$ cat config.mk
export PLATFORM = sky130hd
export DESIGN_NAME = arp_send_flat
export DESIGN_NICKNAME = d
export VERILOG_FILES = /design/src/rtl/arp_send_if.sv /design/src/rtl/arp_send.sv /design/src/flat_wrapper.sv
export SDC_FILE = /design/constraint.sdc
export NUM_CORES = 1
export LEC_CHECK = 0
export ABC_CLOCK_PERIOD_IN_PS = 10700
export CAP_MARGIN = 20
export CORE_UTILIZATION = 35
export DETAILED_ROUTE_END_ITERATION = 6
export HOLD_SLACK_MARGIN = 0.05
export SETUP_SLACK_MARGIN = 0.02
export SLEW_MARGIN = 10
export SYNTH_ARGS = -nofsm -noshare
export SYNTH_HDL_FRONTEND = slang
export SYNTH_SLANG_ARGS = --single-unit
$ cat constraint.sdc
create_clock -name eth_tx_clk -period 10.7 [get_ports eth_tx_clk]
set_clock_uncertainty 0.2 [all_clocks]
set_input_delay 2.14 -clock eth_tx_clk [delete_from_list [all_inputs] [get_ports eth_tx_clk]]
set_output_delay 2.14 -clock eth_tx_clk [all_outputs]
set_load 0.005 [all_outputs]
$ cat src/rtl/arp_send_if.sv
`default_nettype none
// ============================================================================
// Module   : arp_send_if
// Brief    : Start/field inputs, CRC feedback and MII TX outputs of arp_send.
// Revision : 1.0
// ============================================================================
interface arp_send_if;
  logic        send_en;
  logic        arp_type;
  logic [47:0] des_mac;
  logic [31:0] des_ip;
  logic [31:0] crc_data;
  logic [3:0]  crc_next;
  logic        eth_tx_en;
  logic [3:0]  eth_tx_data;
  logic        crc_en;
  logic        crc_clr;
  logic        send_end;

  modport master (
    output send_en, arp_type, des_mac, des_ip, crc_data, crc_next,
    input  eth_tx_en, eth_tx_data, crc_en, crc_clr, send_end
  );

  modport slave (
    input  send_en, arp_type, des_mac, des_ip, crc_data, crc_next,
    output eth_tx_en, eth_tx_data, crc_en, crc_clr, send_end
  );
endinterface
`default_nettype wire

$ cat src/rtl/arp_send.sv
`default_nettype none
// ============================================================================
// Module   : arp_send
// Brief    : Nibble-wide MII transmitter for ARP request/reply frames.
// Revision : 1.0
// ============================================================================
module arp_send #(
  parameter logic [47:0] BOARD_MAC = 48'h12_34_56_78_9A_BC,
  parameter logic [31:0] BOARD_IP  = {8'd169, 8'd254, 8'd1, 8'd23}
) (
  input wire logic  eth_tx_clk,
  input wire logic  sys_rst_n,
  arp_send_if.slave bus
);

  typedef enum logic [2:0] {
    IDLE     = 3'd0,
    PREAMBLE = 3'd1,
    ETH_HEAD = 3'd2,
    ARP_DATA = 3'd3,
    CRC      = 3'd4,
    GAP      = 3'd5
  } state_t;

  state_t      state_q;
  logic [7:0]  cnt_q;
  logic        arp_type_q;
  logic [47:0] des_mac_q;
  logic [31:0] des_ip_q;
  logic        tx_en_q;
  logic [3:0]  tx_data_q;
  logic        crc_en_q;
  logic        crc_clr_q;
  logic        send_end_q;

  // Byte idx of a MAC / IP, most significant byte first on the wire.
  function automatic logic [7:0] mac_byte(input logic [47:0] mac, input logic [7:0] idx);
    return mac[40 - 8 * int'(idx) +: 8];
  endfunction

  function automatic logic [7:0] ip_byte(input logic [31:0] ip, input logic [7:0] idx);
    return ip[24 - 8 * int'(idx) +: 8];
  endfunction

  function automatic logic [7:0] head_byte(input logic [7:0] b, input logic [47:0] dst);
    logic [7:0] r;
    if (b < 8'd6)       r = mac_byte(dst, b);
    else if (b < 8'd12) r = mac_byte(BOARD_MAC, b - 8'd6);
    else if (b == 8'd12) r = 8'h08;
    else                r = 8'h06;
    return r;
  endfunction

  // ARP body followed by zero padding up to the 60-byte minimum frame.
  function automatic logic [7:0] arp_byte(input logic [7:0] b, input logic typ,
                                          input logic [47:0] tmac, input logic [31:0] tip);
    logic [7:0] r;
    case (b)
      8'd1:    r = 8'h01;
      8'd2:    r = 8'h08;
      8'd4:    r = 8'h06;
      8'd5:    r = 8'h04;
      8'd7:    r = typ ? 8'h02 : 8'h01;
      default: begin
        if (b >= 8'd8 && b <= 8'd13)       r = mac_byte(BOARD_MAC, b - 8'd8);
        else if (b >= 8'd14 && b <= 8'd17) r = ip_byte(BOARD_IP, b - 8'd14);
        else if (b >= 8'd18 && b <= 8'd23) r = typ ? mac_byte(tmac, b - 8'd18) : 8'h00;
        else if (b >= 8'd24 && b <= 8'd27) r = ip_byte(tip, b - 8'd24);
        else                               r = 8'h00;
      end
    endcase
    return r;
  endfunction

  logic [7:0]  cnt_inc;
  logic [7:0]  head_idx;
  logic [7:0]  arp_idx;
  logic [7:0]  head_b;
  logic [7:0]  arp_b;
  logic [47:0] dst_mac;
  logic [3:0]  head_nib;
  logic [3:0]  arp_nib;
  logic [3:0]  fcs_sel;
  logic [3:0]  fcs_nib;
  logic [3:0]  fcs0_nib;

  // Outputs are registered, so lookups address the nibble for the next cycle;
  // the first nibble of a section is fetched while the previous one ends.
  assign cnt_inc  = cnt_q + 8'd1;
  assign head_idx = (state_q == ETH_HEAD) ? cnt_inc : 8'd0;
  assign arp_idx  = (state_q == ARP_DATA) ? cnt_inc : 8'd0;
  assign dst_mac  = arp_type_q ? des_mac_q : 48'hFFFF_FFFF_FFFF;
  assign head_b   = head_byte(head_idx >> 1, dst_mac);
  assign arp_b    = arp_byte(arp_idx >> 1, arp_type_q, des_mac_q, des_ip_q);
  assign head_nib = head_idx[0] ? head_b[7:4] : head_b[3:0];
  assign arp_nib  = arp_idx[0] ? arp_b[7:4] : arp_b[3:0];
  assign fcs_sel  = bus.crc_data[28 - 4 * int'(cnt_inc[2:0]) +: 4];
  assign fcs_nib  = ~{fcs_sel[0], fcs_sel[1], fcs_sel[2], fcs_sel[3]};
  assign fcs0_nib = ~{bus.crc_next[0], bus.crc_next[1], bus.crc_next[2], bus.crc_next[3]};

  always_ff @(posedge eth_tx_clk or negedge sys_rst_n) begin
    if (!sys_rst_n) begin
      state_q    <= IDLE;
      cnt_q      <= 8'd0;
      arp_type_q <= 1'b0;
      des_mac_q  <= 48'd0;
      des_ip_q   <= 32'd0;
      tx_en_q    <= 1'b0;
      tx_data_q  <= 4'h0;
      crc_en_q   <= 1'b0;
      crc_clr_q  <= 1'b0;
      send_end_q <= 1'b0;
    end else begin
      crc_clr_q  <= 1'b0;
      send_end_q <= 1'b0;
      case (state_q)
        IDLE: begin
          if (bus.send_en) begin
            state_q    <= PREAMBLE;
            cnt_q      <= 8'd0;
            arp_type_q <= bus.arp_type;
            des_mac_q  <= bus.des_mac;
            des_ip_q   <= bus.des_ip;
            tx_en_q    <= 1'b1;
            tx_data_q  <= 4'h5;
          end
        end
        PREAMBLE: begin
          if (cnt_q == 8'd15) begin
            state_q   <= ETH_HEAD;
            cnt_q     <= 8'd0;
            tx_data_q <= head_nib;
            crc_en_q  <= 1'b1;
          end else begin
            cnt_q     <= cnt_inc;
            tx_data_q <= (cnt_inc == 8'd15) ? 4'hD : 4'h5;
          end
        end
        ETH_HEAD: begin
          if (cnt_q == 8'd27) begin
            state_q   <= ARP_DATA;
            cnt_q     <= 8'd0;
            tx_data_q <= arp_nib;
          end else begin
            cnt_q     <= cnt_inc;
            tx_data_q <= head_nib;
          end
        end
        ARP_DATA: begin
          // The last data nibble is on the wire now, so crc_next already holds it.
          if (cnt_q == 8'd91) begin
            state_q   <= CRC;
            cnt_q     <= 8'd0;
            tx_data_q <= fcs0_nib;
            crc_en_q  <= 1'b0;
          end else begin
            cnt_q     <= cnt_inc;
            tx_data_q <= arp_nib;
          end
        end
        CRC: begin
          if (cnt_q == 8'd7) begin
            state_q    <= GAP;
            cnt_q      <= 8'd0;
            tx_en_q    <= 1'b0;
            tx_data_q  <= 4'h0;
            send_end_q <= 1'b1;
            crc_clr_q  <= 1'b1;
          end else begin
            cnt_q     <= cnt_inc;
            tx_data_q <= fcs_nib;
          end
        end
        GAP: begin
          if (cnt_q == 8'd23) begin
            state_q <= IDLE;
            cnt_q   <= 8'd0;
          end else begin
            cnt_q <= cnt_inc;
          end
        end
        default: begin
          state_q <= IDLE;
          cnt_q   <= 8'd0;
        end
      endcase
    end
  end

  assign bus.eth_tx_en   = tx_en_q;
  assign bus.eth_tx_data = tx_data_q;
  assign bus.crc_en      = crc_en_q;
  assign bus.crc_clr     = crc_clr_q;
  assign bus.send_end    = send_end_q;

endmodule
`default_nettype wire
$ cat src/flat_wrapper.sv
// flat-port wrapper written by rule: the top's interface ports become plain ports
module arp_send_flat 
#(
  parameter logic [47:0] BOARD_MAC = 48'h12_34_56_78_9A_BC,
  parameter logic [31:0] BOARD_IP  = {8'd169, 8'd254, 8'd1, 8'd23}
)
  (eth_tx_clk, sys_rst_n, bus_send_en, bus_arp_type, bus_des_mac, bus_des_ip, bus_crc_data, bus_crc_next, bus_eth_tx_en, bus_eth_tx_data, bus_crc_en, bus_crc_clr, bus_send_end);
  arp_send_if bus_i ();
  input wire logic eth_tx_clk;
  input wire logic sys_rst_n;
  input wire logic [$bits(bus_i.send_en)-1:0] bus_send_en;
  input wire logic [$bits(bus_i.arp_type)-1:0] bus_arp_type;
  input wire logic [$bits(bus_i.des_mac)-1:0] bus_des_mac;
  input wire logic [$bits(bus_i.des_ip)-1:0] bus_des_ip;
  input wire logic [$bits(bus_i.crc_data)-1:0] bus_crc_data;
  input wire logic [$bits(bus_i.crc_next)-1:0] bus_crc_next;
  output wire logic [$bits(bus_i.eth_tx_en)-1:0] bus_eth_tx_en;
  output wire logic [$bits(bus_i.eth_tx_data)-1:0] bus_eth_tx_data;
  output wire logic [$bits(bus_i.crc_en)-1:0] bus_crc_en;
  output wire logic [$bits(bus_i.crc_clr)-1:0] bus_crc_clr;
  output wire logic [$bits(bus_i.send_end)-1:0] bus_send_end;
  assign bus_i.send_en = bus_send_en;
  assign bus_i.arp_type = bus_arp_type;
  assign bus_i.des_mac = bus_des_mac;
  assign bus_i.des_ip = bus_des_ip;
  assign bus_i.crc_data = bus_crc_data;
  assign bus_i.crc_next = bus_crc_next;
  assign bus_eth_tx_en = bus_i.eth_tx_en;
  assign bus_eth_tx_data = bus_i.eth_tx_data;
  assign bus_crc_en = bus_i.crc_en;
  assign bus_crc_clr = bus_i.crc_clr;
  assign bus_send_end = bus_i.send_end;
  arp_send #(.BOARD_MAC(BOARD_MAC), .BOARD_IP(BOARD_IP)) u_core (.eth_tx_clk(eth_tx_clk), .sys_rst_n(sys_rst_n), .bus(bus_i));
endmodule
==> parameters.txt <==
Parameter                              Value

Timing
  Setup violation total in the final timing report    0
  Unrepaired setup endpoints after global routing    no
  Number of max-slew violations in the final report    0
  Part of the cycle the worst path needs    0.437
  Least-Margin Pin Slew    0.957 ns
  F_max    214 MHz
  Final period demand of the worst path    4.67 ns
  Worst-case headroom to the max-slew limit    0.359
  Setup TNS after final layout    0 ns
  Minimum hold slack    0.310 ns
  Number of hold-slack violations in the final timing report    0

Layout
  Final standard cell utilization of the core    0.444
  Final std cell area, no fill    around 0.0090 sq mm
  Register area    around 0.0025 sq mm
  Diodes inserted    0
  Area of the multi-input gates    about 0.0045 sq mm
  Share of final-layout standard cells stronger than drive strength 1    0.174
  Total of fill cells in the finished design    2,009
  Area growth, synth to finish    24.0%
  # nets final    996

Power
  Power density over the cells    256 mW/mm^2
  Comb power frac    0.536
  Power Internal    roughly 0.0013 W
  Relative contribution of the clock network to total power    0.145
  Leakage Power    3.45 nW
  Sequential group share of total power    0.320
  Largest vdd supply drop    between 100 and 150 uV
  Switching power    0.00104 W
  Total Power Consumption    0.00232 W
  Switching Share    0.448

Yosys
  Synth area leader    sky130_fd_sc_hd__dfrtp_1
  Yosys top cell area share    0.340
  Fraction of the yosys area taken by sequential cells    0.340
  Synthesized area divided by synthesized cell count    9.46 sq um
  Number of cells produced by synthesis    771
  Number of synthesized flops with an enable pin    0
  Synthesized Nets    903
  Synthesized cell area    0.00730 sq mm
  Yosys warns    0
  Total of flip-flops plus latches after synthesis    99
  Cells taking the most area after synthesis    sky130_fd_sc_hd__dfrtp_1 (34%), sky130_fd_sc_hd__mux2_2 (12%), sky130_fd_sc_hd__nand2_1 (4.5%), sky130_fd_sc_hd__mux4_2 (4.0%), sky130_fd_sc_hd__o21ai_0 (3.5%)
  Main flop type after synthesis    sky130_fd_sc_hd__dfrtp_1
  Fraction of synthesis flops using an asynchronous set or reset pin    1.00
  Library cells used by synthesis    90

Clocking
  Number of levels in the clock H-tree    3
  Postcts setup bufs    0
  Clock sink total    99
  Resize count post-CTS    0
  Insertion delay of the later-clocked pin in the worst-skew pair    ~0.37 ns
  Cell at the root of the clock tree    sky130_fd_sc_hd__clkbuf_16
  Clock tree from TritonCTS    yes
  Deepest clock path buffer count    2
  Clock-pin transition on the worst setup and hold timing paths    0.07 ns
  CTS hold repair buffers    0
  Number of buffers created by CTS    9

Setup path
  Depth of the worst register-to-register path    12
  Critical Path End Type    register
  Crit Path Max Fanout    12
  Worst Setup SP    u_core.cnt_q[0]
  Worst path top cell family by delay    compound AO/OA/AOI/OAI gates
  Kind of critical path    register to register
  Startpoint type of the worst setup path    register
  Worst Path Buf+Inv    2
  Required time worst endpoint    10.71 ns
  R2r startpoint    u_core.cnt_q[0]
  Critical path depth in cells    12
  Cells along the critical path    ha_1 > nand3_2 > xnor2_1 > nand2_1 > inv_1 > ha_1 > inv_1 > o41ai_2 > a211oi_4 > o2111a_1 > o311ai_1 > a41oi_1
  Standard cell with the maximum stage delay on the critical path    sky130_fd_sc_hd__ha_1
  Slowest cell delay on critical path    0.64 ns
  Arrival time reported for the critical path endpoint    4.68 ns

Outcome
  Result of the run    finished clean

Min path
  Worst hold path depth    1
  Hold WC Path Type    register to register
  Launch instance of the worst min-delay path    u_core.des_ip_q[22]

Placed design
  Final weighted congestion of routability-driven global placement    0.925
  Post-DP Area    0.00876 sq mm
  DP Wirelength    17,100 um
  Buffers added on ports    between 100 and 150

Route
  Mean number of vias per cell    ~5.9
  Detail-routed net length per standard cell    20.7 um
  Drt total wl    around 24,000 um
  1st-iter DRT viols    590
  Number of routed nets with antenna violations    0
  First-pass iteration count of the detailed router    7
  Post-detailed-route DRC marker count    0
  Detailed-route via count    approximately 6,700

Global routing
  First-pass GRT wire length    37,200 um
  Vias in the first global route    6,461
  GRT Residual Overflow    0
  Total track usage    0.223
  Largest net degree at the start of global routing    68
  Antenna violations before repair    0

Floorplan
  Vertical extent of the die    146 um
  Placeable Area    0.0204 sq mm
  Row count    52
  Overall die width    146 um
  Effective utilization at floorplan    0.358
  Boundary Pins    approximately 130
  Die Footprint    0.0214 sq mm

Job
  Max_cap viols    0
==> logic make-up after synthesis <==
logic type | Yosys count | share of synthesized area
DFF | 99 | 0.340
AOI/OAI and AO/OA | 208 | 0.203
and+or+nand+nor | 251 | 0.173
adders and majority gates | 12 | 0.0206
muxes | 117 | 0.197
xor gates and xnor gates | 14 | 0.0243
buffers and inverters | 70 | 0.0436
==> area by class of cell <==
type,instances,share of cell area
clock buffer,10,0.0253
inverter,14,0.00581
tap,270,0.0373
clock inverter,6,0.00705
sequential,99,0.274
timing repair buffer,138,0.149
multi-input combinational,602,0.501
==> cell usage after synthesis (4+ instances only) <==
cell type / instances
sky130_fd_sc_hd__dfrtp_1: 99
sky130_fd_sc_hd__nand2_1: 87
sky130_fd_sc_hd__mux2_2: 81
sky130_fd_sc_hd__o21ai_0: 51
sky130_fd_sc_hd__nor2_1: 47
sky130_fd_sc_hd__a21oi_1: 38
sky130_fd_sc_hd__nand3_1: 31
sky130_fd_sc_hd__clkbuf_1: 26
sky130_fd_sc_hd__mux2i_1: 23
sky130_fd_sc_hd__buf_2: 20
sky130_fd_sc_hd__and3_1: 18
sky130_fd_sc_hd__nor3_1: 15
sky130_fd_sc_hd__o22ai_1: 14
sky130_fd_sc_hd__mux4_2: 13
sky130_fd_sc_hd__ha_1: 12
sky130_fd_sc_hd__inv_1: 11
sky130_fd_sc_hd__o211ai_1: 9
sky130_fd_sc_hd__nand4_1: 7
sky130_fd_sc_hd__nor4_1: 7
sky130_fd_sc_hd__a31oi_1: 6
sky130_fd_sc_hd__buf_4: 6
sky130_fd_sc_hd__o2bb2ai_1: 6
sky130_fd_sc_hd__o31ai_1: 6
sky130_fd_sc_hd__xnor2_1: 6
sky130_fd_sc_hd__a32o_1: 5
sky130_fd_sc_hd__and4_1: 5
sky130_fd_sc_hd__a211oi_1: 4
sky130_fd_sc_hd__a221o_1: 4
sky130_fd_sc_hd__a41oi_1: 4
sky130_fd_sc_hd__and2_1: 4
sky130_fd_sc_hd__nand2b_1: 4
sky130_fd_sc_hd__nor2b_1: 4
sky130_fd_sc_hd__o221ai_1: 4
==> registers in the layout (all words and copies together) (netlist names) <==
| register | count |
|---|---|
| u_core.bus.eth_tx_en | 1 |
| u_core.des_mac_q | 48 |
| u_core.bus.crc_clr | 1 |
| u_core.des_ip_q | 32 |
| u_core.cnt_q | 8 |
| u_core.state_q | 3 |
| u_core.bus.crc_en | 1 |
| u_core.arp_type_q | 1 |
| u_core.bus.eth_tx_data | 4 |
==> stage by stage <==
step                      std cells  setup WS [ns]
after detailed placement       1123           6.12
final                          1139           6.03
after global routing           1139           5.73
after floorplan                 771           7.12
after global placement         1123           6.09
after CTS                      1139           6.07
==> layer usage <==
layer | vias up | share of wire | GRT usage
met5 | - | 0 | 0
met4 | 0 | 0.016 | 0.0547
met3 | 23 | 0.066 | 0.0434
met2 | 287 | 0.46 | 0.347
met1 | 3295 | 0.46 | 0.317
li1 | 3107 | - | -
==> power by group through the flow <==
stage	Sequential [W]	Combinational, W	Clock, W
2_1_floorplan	0.000645	0.000944	0
3_3_place_gp	0.000740	0.00122	0
3_5_place_dp	0.000743	0.00123	0
4_1_cts	0.000736	0.00124	0.000343
5_1_grt	0.000766	0.00136	0.000356
6_report	0.000741	0.00124	0.000336
==> final timing paths <==
kind                            slack [ns]                         to
worst max-delay path                  6.03  u_core.bus.eth_tx_data[0]
worst min-delay path                  0.31        u_core.des_ip_q[22]
worst max register to register        6.03  u_core.bus.eth_tx_data[0]
worst min register to register        0.31        u_core.des_ip_q[22]
max in group asynchronous             7.55  u_core.bus.eth_tx_data[0]
min in group asynchronous             1.51            u_core.cnt_q[5]
==> layout by cell type (no fill, tap or decap), drive strengths merged, types with 7 or more instances in the layout <==
| master | synthesis | final |
|---|---|---|
| mux2i | 23 | 23 |
| nor2 | 47 | 47 |
| clkdlybuf4s50 | 0 | 126 |
| and3 | 18 | 18 |
| o21ai | 52 | 52 |
| ha | 12 | 12 |
| nand4 | 7 | 7 |
| o22ai | 14 | 14 |
| nand2 | 88 | 88 |
| a21oi | 38 | 38 |
| mux4 | 13 | 13 |
| nor3 | 16 | 16 |
| inv | 13 | 17 |
| clkbuf | 26 | 10 |
| dfrtp | 99 | 99 |
| nand3 | 33 | 33 |
| nor4 | 7 | 7 |
| o211ai | 9 | 9 |
| mux2 | 81 | 81 |
| buf | 30 | 12 |
| xnor2 | 8 | 8 |
Power figures use the tool's default switching activity.
==> edit: new RTL, same settings <==
Re-encode `state_t` (6 states) as one-hot, 6 bits wide.
--- a/src/rtl/arp_send.sv
+++ b/src/rtl/arp_send.sv
@@ -14,11 +14,11 @@
 );
 
-  typedef enum logic [2:0] {
-    IDLE     = 3'd0,
-    PREAMBLE = 3'd1,
-    ETH_HEAD = 3'd2,
-    ARP_DATA = 3'd3,
-    CRC      = 3'd4,
-    GAP      = 3'd5
+  typedef enum logic [5:0] {
+    IDLE     = 6'b000001,
+    PREAMBLE = 6'b000010,
+    ETH_HEAD = 6'b000100,
+    ARP_DATA = 6'b001000,
+    CRC      = 6'b010000,
+    GAP      = 6'b100000
   } state_t;
 
Behaviour: no difference found for any inputs over 10 cycles, from zero or initial values and one cycle with sys_rst_n low; not proved beyond that.
==> edit against the unedited design <==
  * Hold slack barely moved
  * First-iteration DRC count rose by 1.2%
  * Sequential cell count rose by 3
  * Power fell by 22%
  * Final area rose by 0.91%
  * Global-route usage rose by 0.14 points
  * Via count rose by 1.9%
  * Setup slack got worse by 600 ps
  * Final cell count rose by 1.6%
  * Synthesized area rose by 0.55%
  * Routed wire length rose by 1.5%
  * Critical path type unchanged
  * Highest routed layer unchanged
==> edit: results (changes against the unedited design) <==
| Metric | Value |
|---|---|
| Global Route met3 Usage | `4.97% (+0.63 points)` |
| Critical-path top delay cell | `ha_1` |
| M2 GR Usage | `34.8% (+0.14 points)` |
| Post-placement cell count | `1141 (+1.6%)` |
| Setup WS pre-CTS | `5590 ps (-528 ps)` |
| First-pass GRT wire length | `37400 µm (+0.50%)` |
| Area post-placement | `8810 µm² (+0.63%)` |
| Adder-cell area share of the yosys netlist | `1.88% (-0.18 points)` |
| Final net count | `1013 (+1.7%)` |
| GRT Util Overall | `22.4% (+0.14 points)` |
| Critical Path Max Stage Delay | `750 ps (+110 ps)` |
| Pleak | `0.00352 µW (+2.0%)` |
| Multiplexer share of the synthesized area | `18.5% (-1.1 points)` |
| Clock slew at reported path FFs | `80 ps` |
| WL met3 | `1770 µm (+13%)` |
| Mapped Nets | `918 (+1.7%)` |
| Max clock buf depth | `2 (unchanged)` |
| Crit path max-delay family | `compound AO/OA/AOI/OAI gates` |
| Worst Path Max Fanout | `25 (+13)` |
| WL final | `23900 µm (+1.5%)` |
| Sequential fraction of the synthesis area | `34.8% (+0.85 points)` |
| Status | `complete, no violations` |
| Number of global-route vias before repair | `6674 (+3.3%)` |
| M1 WL | `10800 µm (-0.71%)` |
| Largest net degree at the start of global routing | `61 (-10%)` |
| Synth area leaders | `dfrtp_1, mux2_2, nand2_1` |
| Via count | `6839 (+1.9%)` |
| Mean routed wirelength per cell | `20.6 µm (about the same)` |
| Fill count | `2023 (+0.70%)` |
| Compound-cell area share of the yosys netlist | `21.0% (+0.76 points)` |
| Synth Area in XOR/XNOR | `1.67% (-0.76 points)` |
| Worst-Margin Slew | `1060 ps (+106 ps)` |
| Metal2 WL | `10700 µm (about the same)` |
| Commonest cells in the netlist | `dfrtp_1, nand2_1, mux2_2, nor2_1, a21oi_1` |
| Met1 global-route usage | `30.7% (-0.96 points)` |
| Drt initial violations | `597 (+1.2%)` |
| Syn_area_per_cell | `9.32 µm² (-1.5%)` |
| Share of layout cells above drive strength 1 | `17.6% (+0.21 points)` |
| Netlist cell types | `87 (-3.3%)` |
| CP arrival | `5310 ps (+630 ps)` |
| Synth Warn # | `0 (unchanged)` |
| GP Congestion | `0.965 (+4.3%)` |
| Maximum vdd drop | `0.116 mV (-4.0%)` |
| HPWL after DPL | `17400 µm (+1.7%)` |
## edit: cell types whose count changed in the layout (fill, tap and decap cells not counted), sizes merged, moves of 9 or more
| cell | delta |
|---|---|
| a211oi | +9 |
| a21oi | +10 |
| o21ai | -13 |
| nor2 | +11 |
| mux2i | -9 |
| nand2 | +13 |
| and3 | -12 |
## edit: power breakdown
part / switching [µW] / internal (µW) / leakage, µW
Sequential: 150 / 556 / 0.00123
Combinational: 352 / 382 / 0.00213
Clock: 172 / 190 / 0.000158
Total: 675 / 1130 / 0.00352
## edit: logic make-up after synthesis
kind of cell | count (synthesis)
AND/OR/NAND/NOR | 268
AO/OA/AOI/OAI | 213
multiplexers | 109
flip-flops | 102
buffers and inverters | 70
XOR/XNOR | 14
adder cells (fa/ha/maj) | 11
## edit: cell type report
cell class                 count  area, µm²  share of cell area, %
clock buffer                   9        225                   2.47
inverter                      15       56.3                  0.617
multi-input combinational    615       4510                   49.3
tap                          270        338                   3.70
timing repair buffer         139       1360                   14.9
clock inverter                 7       95.1                   1.04
sequential                   102       2550                   28.0
## edit: path summary, 6_finish.rpt
| path | slack (ps) | cells past startpoint | from | endpoint |
|---|---|---|---|---|
| worst max-delay path | 5430 | 14 | u_core.cnt_q[0] | u_core.bus.eth_tx_data[2] |
| worst min-delay path | 310 | 1 | u_core.des_ip_q[0] | u_core.des_ip_q[0] |
| worst max register to register | 5430 | 14 | u_core.cnt_q[0] | u_core.bus.eth_tx_data[2] |
| worst min register to register | 310 | 1 | u_core.des_ip_q[0] | u_core.des_ip_q[0] |
| max in group asynchronous | 7500 | 2 | sys_rst_n | u_core.des_mac_q[36] |
| min in group asynchronous | 1600 | 1 | sys_rst_n | u_core.cnt_q[3] |
